$ cat src/rtl/io_uart_port.sv
// 8N1 UART peripheral behind the cpu15 I/O words: IO64_OUT carries commands/TX byte,
// IO65_IN returns TX handshake state and the received byte with its status flags.
module io_uart_port #(
  parameter int CLKS_PER_BIT = 16,
  parameter int HALF_BIT     = CLKS_PER_BIT / 2
) (
  input  logic        CLK,
  input  logic        RESET_N,
  input  logic [15:0] IO64_OUT,
  output logic [15:0] IO65_IN,
  input  logic        RXD,
  output logic        TXD
);

  localparam int CW = $clog2(CLKS_PER_BIT);
  localparam logic [CW-1:0] LAST_CNT = CW'(CLKS_PER_BIT - 1);
  localparam logic [CW-1:0] HALF_CNT = CW'(HALF_BIT - 1);

  typedef enum logic [1:0] {S_IDLE, S_START, S_DATA, S_STOP} state_t;

  state_t        r_txState;
  logic [CW-1:0] r_txCnt;
  logic [2:0]    r_txBitIdx;
  logic [7:0]    r_txShift;
  logic          r_txReqSeen;
  logic          r_txAck;
  logic          r_txBusy;
  logic          r_txd;

  state_t        r_rxState;
  logic [CW-1:0] r_rxCnt;
  logic [2:0]    r_rxBitIdx;
  logic [7:0]    r_rxShift;
  logic [7:0]    r_rxByte;
  logic          r_rxValid;
  logic          r_rxOverrun;
  logic          r_rxFrameErr;
  logic          r_rxAckSeen;
  logic [1:0]    r_rxSync;

  logic w_txReq;
  logic w_rxAck;
  logic w_rxd;
  logic w_unused;

  assign w_txReq  = IO64_OUT[15] != r_txReqSeen;
  assign w_rxAck  = IO64_OUT[14] != r_rxAckSeen;
  assign w_rxd    = r_rxSync[1];
  assign w_unused = ^IO64_OUT[13:8];

  assign TXD     = r_txd;
  assign IO65_IN = {r_txAck, r_txBusy, r_rxValid, r_rxOverrun, r_rxFrameErr, 3'b000, r_rxByte};

  always_ff @(posedge CLK) begin
    if (!RESET_N) r_rxSync <= 2'b11;
    else          r_rxSync <= {r_rxSync[0], RXD};
  end

  // A toggle pending at the end of STOP is accepted on that same edge so frames abut.
  always_ff @(posedge CLK) begin
    if (!RESET_N) begin
      r_txState   <= S_IDLE;
      r_txCnt     <= '0;
      r_txBitIdx  <= '0;
      r_txShift   <= '0;
      r_txReqSeen <= 1'b0;
      r_txAck     <= 1'b0;
      r_txBusy    <= 1'b0;
      r_txd       <= 1'b1;
    end else begin
      case (r_txState)
        S_IDLE: begin
          if (w_txReq) begin
            r_txShift   <= IO64_OUT[7:0];
            r_txReqSeen <= IO64_OUT[15];
            r_txAck     <= IO64_OUT[15];
            r_txBusy    <= 1'b1;
            r_txd       <= 1'b0;
            r_txCnt     <= '0;
            r_txState   <= S_START;
          end
        end
        S_START: begin
          if (r_txCnt == LAST_CNT) begin
            r_txCnt    <= '0;
            r_txBitIdx <= '0;
            r_txd      <= r_txShift[0];
            r_txState  <= S_DATA;
          end else begin
            r_txCnt <= r_txCnt + 1'b1;
          end
        end
        S_DATA: begin
          if (r_txCnt == LAST_CNT) begin
            r_txCnt <= '0;
            if (r_txBitIdx == 3'd7) begin
              r_txd     <= 1'b1;
              r_txState <= S_STOP;
            end else begin
              r_txBitIdx <= r_txBitIdx + 3'd1;
              r_txd      <= r_txShift[1];
              r_txShift  <= {1'b0, r_txShift[7:1]};
            end
          end else begin
            r_txCnt <= r_txCnt + 1'b1;
          end
        end
        S_STOP: begin
          if (r_txCnt == LAST_CNT) begin
            r_txCnt   <= '0;
            r_txBusy  <= 1'b0;
            r_txState <= S_IDLE;
            if (w_txReq) begin
              r_txShift   <= IO64_OUT[7:0];
              r_txReqSeen <= IO64_OUT[15];
              r_txAck     <= IO64_OUT[15];
              r_txBusy    <= 1'b1;
              r_txd       <= 1'b0;
              r_txState   <= S_START;
            end
          end else begin
            r_txCnt <= r_txCnt + 1'b1;
          end
        end
        default: r_txState <= S_IDLE;
      endcase
    end
  end

  // The ack clear is written first so a same-cycle good stop sample can still load the new byte.
  always_ff @(posedge CLK) begin
    if (!RESET_N) begin
      r_rxState    <= S_IDLE;
      r_rxCnt      <= '0;
      r_rxBitIdx   <= '0;
      r_rxShift    <= '0;
      r_rxByte     <= '0;
      r_rxValid    <= 1'b0;
      r_rxOverrun  <= 1'b0;
      r_rxFrameErr <= 1'b0;
      r_rxAckSeen  <= 1'b0;
    end else begin
      if (w_rxAck) begin
        r_rxAckSeen  <= IO64_OUT[14];
        r_rxValid    <= 1'b0;
        r_rxOverrun  <= 1'b0;
        r_rxFrameErr <= 1'b0;
      end
      case (r_rxState)
        S_IDLE: begin
          if (!w_rxd) begin
            r_rxCnt   <= '0;
            r_rxState <= S_START;
          end
        end
        S_START: begin
          if (r_rxCnt == HALF_CNT) begin
            r_rxCnt    <= '0;
            r_rxBitIdx <= '0;
            r_rxState  <= w_rxd ? S_IDLE : S_DATA;
          end else begin
            r_rxCnt <= r_rxCnt + 1'b1;
          end
        end
        S_DATA: begin
          if (r_rxCnt == LAST_CNT) begin
            r_rxCnt   <= '0;
            r_rxShift <= {w_rxd, r_rxShift[7:1]};
            if (r_rxBitIdx == 3'd7) r_rxState <= S_STOP;
            else                    r_rxBitIdx <= r_rxBitIdx + 3'd1;
          end else begin
            r_rxCnt <= r_rxCnt + 1'b1;
          end
        end
        S_STOP: begin
          if (r_rxCnt == LAST_CNT) begin
            r_rxCnt   <= '0;
            r_rxState <= S_IDLE;
            if (w_rxd) begin
              if (w_rxAck || !r_rxValid) begin
                r_rxByte  <= r_rxShift;
                r_rxValid <= 1'b1;
              end else begin
                r_rxOverrun <= 1'b1;
              end
            end else begin
              r_rxFrameErr <= 1'b1;
            end
          end else begin
            r_rxCnt <= r_rxCnt + 1'b1;
          end
        end
        default: r_rxState <= S_IDLE;
      endcase
    end
  end

endmodule
$ cat config.mk
export PLATFORM = sky130hd
export DESIGN_NAME = io_uart_port
export DESIGN_NICKNAME = d
export VERILOG_FILES = /design/src/rtl/io_uart_port.sv
export SDC_FILE = /design/constraint.sdc
export NUM_CORES = 1
export LEC_CHECK = 0
export BUFFER_PORTS_ARGS = -buffer_cell sky130_fd_sc_hd__buf_4
export CORE_ASPECT_RATIO = 1.1
export CORE_MARGIN = 8
export CORE_UTILIZATION = 35
export DETAILED_ROUTE_END_ITERATION = 10
export GPL_ROUTABILITY_DRIVEN = 0
export GPL_TIMING_DRIVEN = 0
export RECOVER_POWER = 25
export SYNTH_ARGS = -nofsm -noshare
export SYNTH_HDL_FRONTEND = slang
export SYNTH_SLANG_ARGS = --single-unit
$ cat constraint.sdc
create_clock -name CLK -period 5.7 [get_ports CLK]
set_clock_uncertainty 0.05 [all_clocks]
set_input_delay 0.855 -clock CLK [delete_from_list [all_inputs] [get_ports CLK]]
set_output_delay 0.855 -clock CLK [all_outputs]
set_load 0.01 [all_outputs]
; ---- Word-level counts from Yosys, hierarchy flattened
; Index checks and enable logic that the tools add are counted.
; W data, S select, Z words.
[op_classes]
n_addsub = 4
reduce_logical = 20
mux = 64
eq_ne = 25
[op_table]
columns = op, n
row1 = $mux W8, 4
row2 = $mux W1, 27
row3 = $ne A2 B2 Y1 const B, 12
row4 = $pmux W8 S3, 1
row5 = $mux W2, 11
row6 = $mux W4, 5
row7 = $mux W3, 6
row8 = $pmux W2 S4, 2
row9 = $reduce_and A4 Y1, 4
row10 = $pmux W3 S2, 2
row11 = $pmux W4 S3, 1
row12 = $reduce_and A5 Y1, 2
row13 = $add A4 B1 Y4 const B, 2
row14 = $eq A2 B2 Y1 const B, 4
row15 = $eq A4 B4 Y1 const B, 2
row16 = $pmux W4 S2, 1
row17 = $add A3 B1 Y3 const B, 2
row18 = $eq A3 B3 Y1 const B, 2
row19 = $pmux W1 S2, 3
row20 = $reduce_and A3 Y1, 2
row21 = $reduce_bool A2 Y1, 3
row22 = $eq A2 B1 Y1 const B, 2
row23 = $eq A4 B3 Y1 const B, 1
row24 = $logic_not A2 Y1, 2
row25 = 8 further kinds, 10
[word_totals]
wordCells = 131
ff_bits = 52
output_inout_bits = 17
input_bits = 19

; ---- Longest topological paths before layout
; Gate-level depths: netlist of run 1.
[depth]
word_depth = 6
mapped_depth = 8
ltp_nobuf = 6

; ---- Least setup slack after synthesis of run 1
; Ideal clock, no wire load.
[synth_path]
path_kind = input-to-reg
from = input IO64_OUT[15]
to = register r_txShift[6]
cell_stages = 5
setup_ns = 0.115
n_path_buf = 1
required_ns = 5.535
arrival_ns = 1.952
path_slack_ns = 3.583
cell_sequence = xnor2_2 a2111o_1 buf_6 and3_4 o21a_1
[synth_between]
elab_chain_len = 4
[synth_rtl]
columns = element, line_no
row1 = start: declaration, 9  ; input logic [15:0] IO64_OUT,
row2 = $ne A1 B1 Y1 (*), 46  ; assign w_txReq = IO64_OUT[15] != r_txReqSeen;
row3 = $mux W8 (*), -
row4 = $mux W8, -
row5 = $pmux W8 S3 (*), -
row6 = end signal: assignment, 74  ; r_txShift <= IO64_OUT[7:0];
row7 = end signal: assignment, 102  ; r_txShift <= {1'b0, r_txShift[7:1]};
row8 = end signal: assignment, 114  ; r_txShift <= IO64_OUT[7:0];
row9 = end: declaration, 24  ; logic [7:0] r_txShift;
; Mark *: on every way between the ends. The rest lies on a longest branch, timed or not. The select of a mux whose other input is x is not followed.
; A chain may end at the register's enable or synchronous reset.

; ---- Final worst setup path of run 1
[layout_path]
from = register r_txCnt[0]
to = register r_txShift[5]
[layout_between]
elab_chain_len = 3
elab_cells_between_ends = 4
cone_classes = 3 x eq/ne / 1 x reduce/logical
[layout_rtl]
columns = element, line_no
row1 = start: declaration, 22  ; logic [CW-1:0] r_txCnt;
row2 = start signal: assignment, 90  ; r_txCnt <= r_txCnt + 1'b1;
row3 = start signal: assignment, 105  ; r_txCnt <= r_txCnt + 1'b1;
row4 = start signal: assignment, 122  ; r_txCnt <= r_txCnt + 1'b1;
row5 = $eq A4 B4 Y1 (*), "94, 109"
row6 = $ne A2 B2 Y1 (no source line), -
row7 = $reduce_and A4 Y1 (no source line) (*), -
; Mark *: on every way between the ends. The rest lies on a longest branch, timed or not.

==> metrics.txt, run 1 <==
Clock Pin Slew Worst Setup and Hold Paths ~100 ps; outcome completed; Crit-path slowest cell dfxtp_1; final hold violation count 0; final period utilization 0.387; CP bufs+invs 2; CTS Hold Bufs 0; full die area 10,600 um^2; post-synthesis adder-cell area fraction 0.0568; Remaining DRCs 0; dominant cell type by area after synthesis dfxtp_1; final setup fails 0; Cells after DPL 398; DR vias/cell about 4.9; FFs w/ async S/R, synth 0; I/O pins 36; Die Ht about 110 um; CP Capture Type flip-flop; Syn Area/Cell 9.30 um^2; Cell Area, Placed 2950 um^2; CTS Root Cell clkbuf_8; CTS resizes 0; Overall Power 0.968 mW; CTS Sinks 51; grt ovf 0; cell family with most CP delay simple AND/OR/NAND/NOR gates; largest cells by area after synthesis dfxtp_1, mux2i_1, nor2b_1; crit path time final 2200 ps; Slew Viols, Final 0; pwr dens 321 nW/um^2; slowest stage delay, CP ~400 ps; fin area 3010 um^2; Critical Path Fanout Max 10; CTS tree built; Slew headroom 0.548; Seq/Total Area, Yosys 0.387; fillers 744; Core Region ~7400 um^2; initial drt markers 73; post-synth cell types 49; DR vias 1,987; Longest Clk Path Bufs 2; Critical Path AT 2370 ps; ant diodes 0; drt wl/cell roughly 13 um; slew of the pin with the lowest slew margin 673 ps; Die X 98.8 um; max_cap viols 0; Worst Setup Start Kind flip-flop; Reg area 1020 um^2; P&R area growth vs syn 14.1%; later-pin clock latency in the skew report between 300 and 400 ps; first-pass GRT wire length slightly below 9 mm; fin worst setup slack between 3000 and 4000 ps; min-delay worst type flip-flop to flip-flop; fmax approximately 450 MHz; XOR/XNOR Fraction of Synth Area 0.0128; Primary FF master, synth dfxtp_1; YS warnings 0; LEAKAGE 1.30 nW; Global Route Usage Sum 0.100; layout cells sized above 1 0.160; number of iterations in the first detailed-routing pass 4; simple-gate share of the synthesized area 0.219; largest net degree at the start of global routing 19; count of state elements after synthesis 51; crit path kind flip-flop to flip-flop; CTS Buf Count 5; DP HPWL 3.68 mm; WHS 370 ps; Setup Buffers After CTS 0; peak supply drop 241 uV; vias in the first global route 1,840; Post-Synthesis Cell Area roughly 2600 um^2; post-synthesis mux area share 0.110; Compound-Gate Fraction of Synth Area 0.145; Placement Setup Slack 3300 ps; number of port buffers 25; nets 349; initial antenna violation count 0; final setup TNS 0 ps; Starting Density 0.357; area of the multi-input gates 1440 um^2; Yosys top cell area share 0.387; unrepaired setup endpoints after global routing false; critical path, cell by cell ha_1, and3_1, clkbuf_1, nand4b_2, buf_6, and3_2, o21a_1; H-tree Lvls 2; worst endpoint required time between 5000 and 6000 ps; fin cells 406; row cnt 33; DRT Wirelength 5.10 mm; main combinational cell family by area after synthesis simple AND/OR/NAND/NOR gates; Finished Core Util 0.408; Synth Instances ~280; ANT nets after route 0; Post-synth EDFFs 0
[final cells by class]
class                   count  share of cell area
inverters                   8             0.00997
multi-input cells         200               0.478
well taps                  87              0.0361
repair buffers             25              0.0561
flip-flops and latches     51               0.339
clock buffers               5              0.0228
plain buffers              27              0.0498
clock inverters             3             0.00872
[cell usage in the layout, fill, tap and decap left out, types with 2 or more instances in the layout]
cell      synthesis  final
o211ai_1          2      2
and3b_1           4      4
nor3b_1           2      2
a21oi_1          12     12
inv_6             0      2
o21a_1           10     10
buf_4             8     28
nand2b_1          2      2
inv_1             8      8
o211a_1           2      2
nand4_1           5      5
nand2_1          17     17
nor2b_1          25     25
a21boi_0          7      7
xnor2_1           1      2
and3_1            5      5
conb_1            1      3
and3_2            6      6
buf_6             2      2
clkbuf_8          0      5
a22oi_1           3      3
clkbuf_1         12     18
dfxtp_1          51     51
nand3_1           7      7
ha_1             12     12
o21ai_0          11     11
nor2_1           11     11
buf_2             4      3
and2_0            0      2
o31ai_1           2      2
mux2i_1          29     29
[power by group]
| group | switching [mW] | internal (mW) |
|---|---|---|
| Combinational | 0.168 | 0.152 |
| Sequential | 0.0277 | 0.396 |
| Clock | 0.134 | 0.0907 |
| Total | 0.329 | 0.639 |
[per-layer routing]
layer  global-route usage  up-vias  part of all wire
met5                    0        -                 0
met4               0.0362        0             0.014
met3               0.0272        4             0.033
met2                0.168       22              0.47
met1                0.120      915              0.48
li1                     -     1046                 -
[path summary, 6_finish.rpt]
path | from | slack, ps | cells after the start | end
max | r_txCnt[0] | 3500 | 7 | r_txShift[5]
min | r_rxSync[0] | 370 | 1 | r_rxSync[1]
max reg2reg | r_txCnt[0] | 3500 | 7 | r_txShift[5]
min reg2reg | r_rxSync[0] | 370 | 1 | r_rxSync[1]
[worst reg2reg max path, cell delays in order, from the launching register on]
cell      delay, ps
dfxtp_1         400
ha_1            320
and3_1          190
clkbuf_1        340
nand4b_2        240
buf_6           200
and3_2          200
o21a_1          180
[cells in the mapped netlist (2+ instances only)]
cell	instances
nand2_1	17
and3_2	6
ha_1	12
o211ai_1	2
and3_1	5
clkbuf_1	12
buf_6	2
nor2b_1	25
nor2_1	11
nand2b_1	2
dfxtp_1	51
nor3b_1	2
a22oi_1	3
o21ai_0	11
buf_2	4
a21boi_0	7
inv_1	8
o211a_1	2
nand4_1	5
and2_1	3
buf_4	8
o31ai_1	2
a21oi_1	12
nand3_1	7
mux2i_1	29
and3b_1	4
o21a_1	10
[registers in the layout, indices dropped and copies added, names as in the netlist, named ones only]
| register | flops |
|---|---|
| r_rxByte | 8 |
| r_rxShift | 8 |
| r_txShift | 8 |
| r_rxCnt | 4 |
| r_txCnt | 4 |
| r_rxBitIdx | 3 |
| r_txBitIdx | 3 |
| r_rxSync | 2 |
| r_txState | 2 |
| TXD | 1 |
| r_rxAckSeen | 1 |
| r_rxFrameErr | 1 |
| r_rxOverrun | 1 |
| r_rxState | 1 |
| r_rxValid | 1 |
| r_txBusy | 1 |
| r_txReqSeen | 1 |
[kinds of logic after synthesis]
| family | after synthesis |
|---|---|
| XOR/XNOR | 3 |
| AO/OA/AOI/OAI | 57 |
| buffers and inverters | 35 |
| AND/OR/NAND/NOR | 96 |
| multiplexers | 29 |
| flip-flops | 51 |
| adder cells (fa/ha/maj) | 12 |
| other | 1 |
(Power assumes the default switching activity.)
==> inputs of run 2 (changes only) <==
--- a/config.mk
+++ b/config.mk
@@ -5,6 +5,7 @@
 export SDC_FILE = /design/constraint.sdc
 export NUM_CORES = 1
 export LEC_CHECK = 0
+export ABC_AREA = 1
 export BUFFER_PORTS_ARGS = -buffer_cell sky130_fd_sc_hd__buf_4
 export CORE_ASPECT_RATIO = 1.1
 export CORE_MARGIN = 8
==> constraint.sdc (replaced) <==
create_clock -name CLK -period 1.8 [get_ports CLK]
set_clock_uncertainty 0.05 [all_clocks]
set_input_delay 0.27 -clock CLK [delete_from_list [all_inputs] [get_ports CLK]]
set_output_delay 0.27 -clock CLK [all_outputs]
set_load 0.01 [all_outputs]
==> metrics.txt, run 2 <==
outcome completed; count of state elements after synthesis 51 (unchanged); Post-synth EDFFs 0 (unchanged); grt ovf 0 (unchanged); Seq/Total Area, Yosys 0.394 (+0.00747); FFs w/ async S/R, synth 0 (unchanged); post-synth cell types 30 (-39%); Worst Hold Launch RXD; CTS Root Cell clkbuf_8; slew of the pin with the lowest slew margin 542 ps (-131 ps); first-pass GRT wire length 9.16 mm (+5.5%); number of iterations in the first detailed-routing pass 4 (unchanged); fmax 606 MHz (+34%); DRT Wirelength 5.21 mm (+2.3%); later-pin clock latency in the skew report 300 ps (about the same); min-delay worst type input pin to flip-flop; Die X 98.0 um (-0.79%); dominant cell type by area after synthesis dfxtp_1; most frequent cell after synthesis nand2_1; final setup TNS 0 ps (unchanged); Primary FF master, synth dfxtp_1; nets 411 (+18%); initial drt markers 75 (+2.7%); CTS Hold Bufs 0 (unchanged); drt wl/cell 11.1 um (-11%); initial antenna violation count 0 (unchanged); CTS Buf Count 5 (unchanged); vias in the first global route 2,046 (+11%); Clock Pin Slew Worst Setup and Hold Paths 90 ps (about the same); top post-synthesis cells by count nand2_1, dfxtp_1, nor2_1; Die Ht 106 um (-0.81%); biggest regs r_rxByte: 8 flops, r_rxShift: 8 flops, r_txShift: 8 flops; final period utilization 0.916 (+0.529); ant diodes 0 (unchanged); Slew headroom 0.638 (+0.0905); DR vias 2,195 (+10%); Starting Density 0.355 (-0.00281); Syn Area/Cell 7.51 um^2 (-19%); CTS Sinks 51 (unchanged); pwr dens 1190 nW/um^2 (+270%); final hold violation count 0 (unchanged); largest net degree at the start of global routing 17 (-2); Synth Instances 345 (+21%); Critical Path Fanout Max 10 (unchanged); I/O pins 36 (unchanged); Slew Viols, Final 0 (unchanged); commonest cells after routing, fill and taps aside nand2_1, dfxtp_1, nor2_1; fillers 750 (+0.81%); P&R area growth vs syn 16.6%; full die area 10,400 um^2 (-1.6%); row cnt 33 (unchanged); crit path kind flip-flop to flip-flop; H-tree Lvls 2 (unchanged); Worst Setup Start Kind flip-flop; LEAKAGE 1.32 nW (+1.5%); Finished Core Util 0.413 (+0.00563); DR vias/cell 4.69 (-4.2%); worst endpoint required time 1990 ps (-3880 ps); crit path time final 1650 ps (-556 ps); CP Launch Point r_txState[0]; max_cap viols 0 (unchanged); Longest Clk Path Bufs 2 (unchanged); peak supply drop 458 uV (+90%); layout cells sized above 1 0.176 (+0.0160); CP Capture Type flip-flop; unrepaired setup endpoints after global routing false; Critical Path AT 1830 ps (-540 ps); Remaining DRCs 0 (unchanged); most common cell after layout, fill and taps aside nand2_1; Crit Reg-Reg Startpoint r_txState[0]; Global Route Usage Sum 0.104 (+0.00433); DP HPWL 3.91 mm (+6.1%); Yosys top cell area share 0.394 (+0.00747); Post-Synthesis Cell Area 2590 um^2 (-1.9%); Core Region 7310 um^2 (-1.1%); CTS tree built; largest cells by area after synthesis dfxtp_1, nand2_1, nor2_1; ANT nets after route 0 (unchanged); YS warnings 0 (unchanged); number of port buffers 25 (unchanged); final setup fails 0 (unchanged)
-- run 2: changes by cell type in the layout (fill, tap and decap cells not counted), sizes merged, moves of 16 or more --
cell | previous run | this run
a21oi | 12 | 28
nor2 | 11 | 51
inv | 10 | 29
nor2b | 25 | 0
mux2i | 29 | 0
nand2 | 17 | 88
-- run 2: what timing repair did --
action	CTS	global route
buffers inserted	0	1
resized for setup	3	1
endpoints found under the setup margin	8	10
pin swaps	0	1
-- run 2: worst max-delay path, stage by stage, from the launching register on --
cell,delay (ps)
dfxtp_2,390
inv_1,100
ha_1,210
buf_6,140
inv_4,60
buf_6,140
nand3_4,70
nand2_4,80
inv_2,40
nor2_2,110
nand2_1,80
a21oi_2,110
-- run 2: worst paths after layout --
check | endpoint | slack [ps] | cells past startpoint
worst min-delay path | r_rxSync[0] | 100 | 2
worst max-delay path | r_txState[1] | 150 | 11
worst max register to register | r_txState[1] | 150 | 11
worst min register to register | r_rxSync[1] | 380 | 1
-- run 2: final cells by class --
| type | count | area, um^2 | area share |
|---|---|---|---|
| sequential | 51 | 1020 | 0.338 |
| timing repair buffer | 26 | 154 | 0.0510 |
| clock inverter | 3 | 67.6 | 0.0224 |
| multi-input combinational | 248 | 1350 | 0.448 |
| inverter | 30 | 120 | 0.0398 |
| clock buffer | 5 | 68.8 | 0.0228 |
| buffer | 18 | 125 | 0.0414 |
| tap | 87 | 109 | 0.0360 |
-- run 2: cell families after synthesis --
group,count (synthesis),synth area share
compound gates,52,0.109
buf+inv,48,0.0951
flops,51,0.394
xor+xnor,3,0.0101
simple gates,178,0.332
fa+ha+maj,12,0.0579
other cells,1,0.00145
-- run 2: routing by layer --
metal  up-vias  global-route usage  part of all wire
met5         -                   0                 0
met2        38               0.182              0.46
met1       969               0.120              0.48
met4         0              0.0334             0.012
li1       1182                   -                 -
met3         6              0.0301             0.046
-- run 2: per-stage QoR --
stage	setup slack [ps]	instance area [um^2]	power, mW	instances	hold WS, ps
3_5_place_dp	-95.0	2900	2.63	459	350
3_3_place_gp	-88.7	2900	2.61	459	352
2_1_floorplan	194	2600	2.35	347	313
4_1_cts	40.7	3050	3.63	467	95.1
5_1_grt	24.9	3020	3.85	468	90.0
6_report	151	3020	3.59	468	101
-- run 2: power breakdown --
part | total [mW] | internal, mW | switching (mW)
sequential | 1.36 | 1.27 | 0.0984
clock | 0.943 | 0.554 | 0.389
combinational | 1.28 | 0.502 | 0.780
total | 3.59 | 2.32 | 1.27
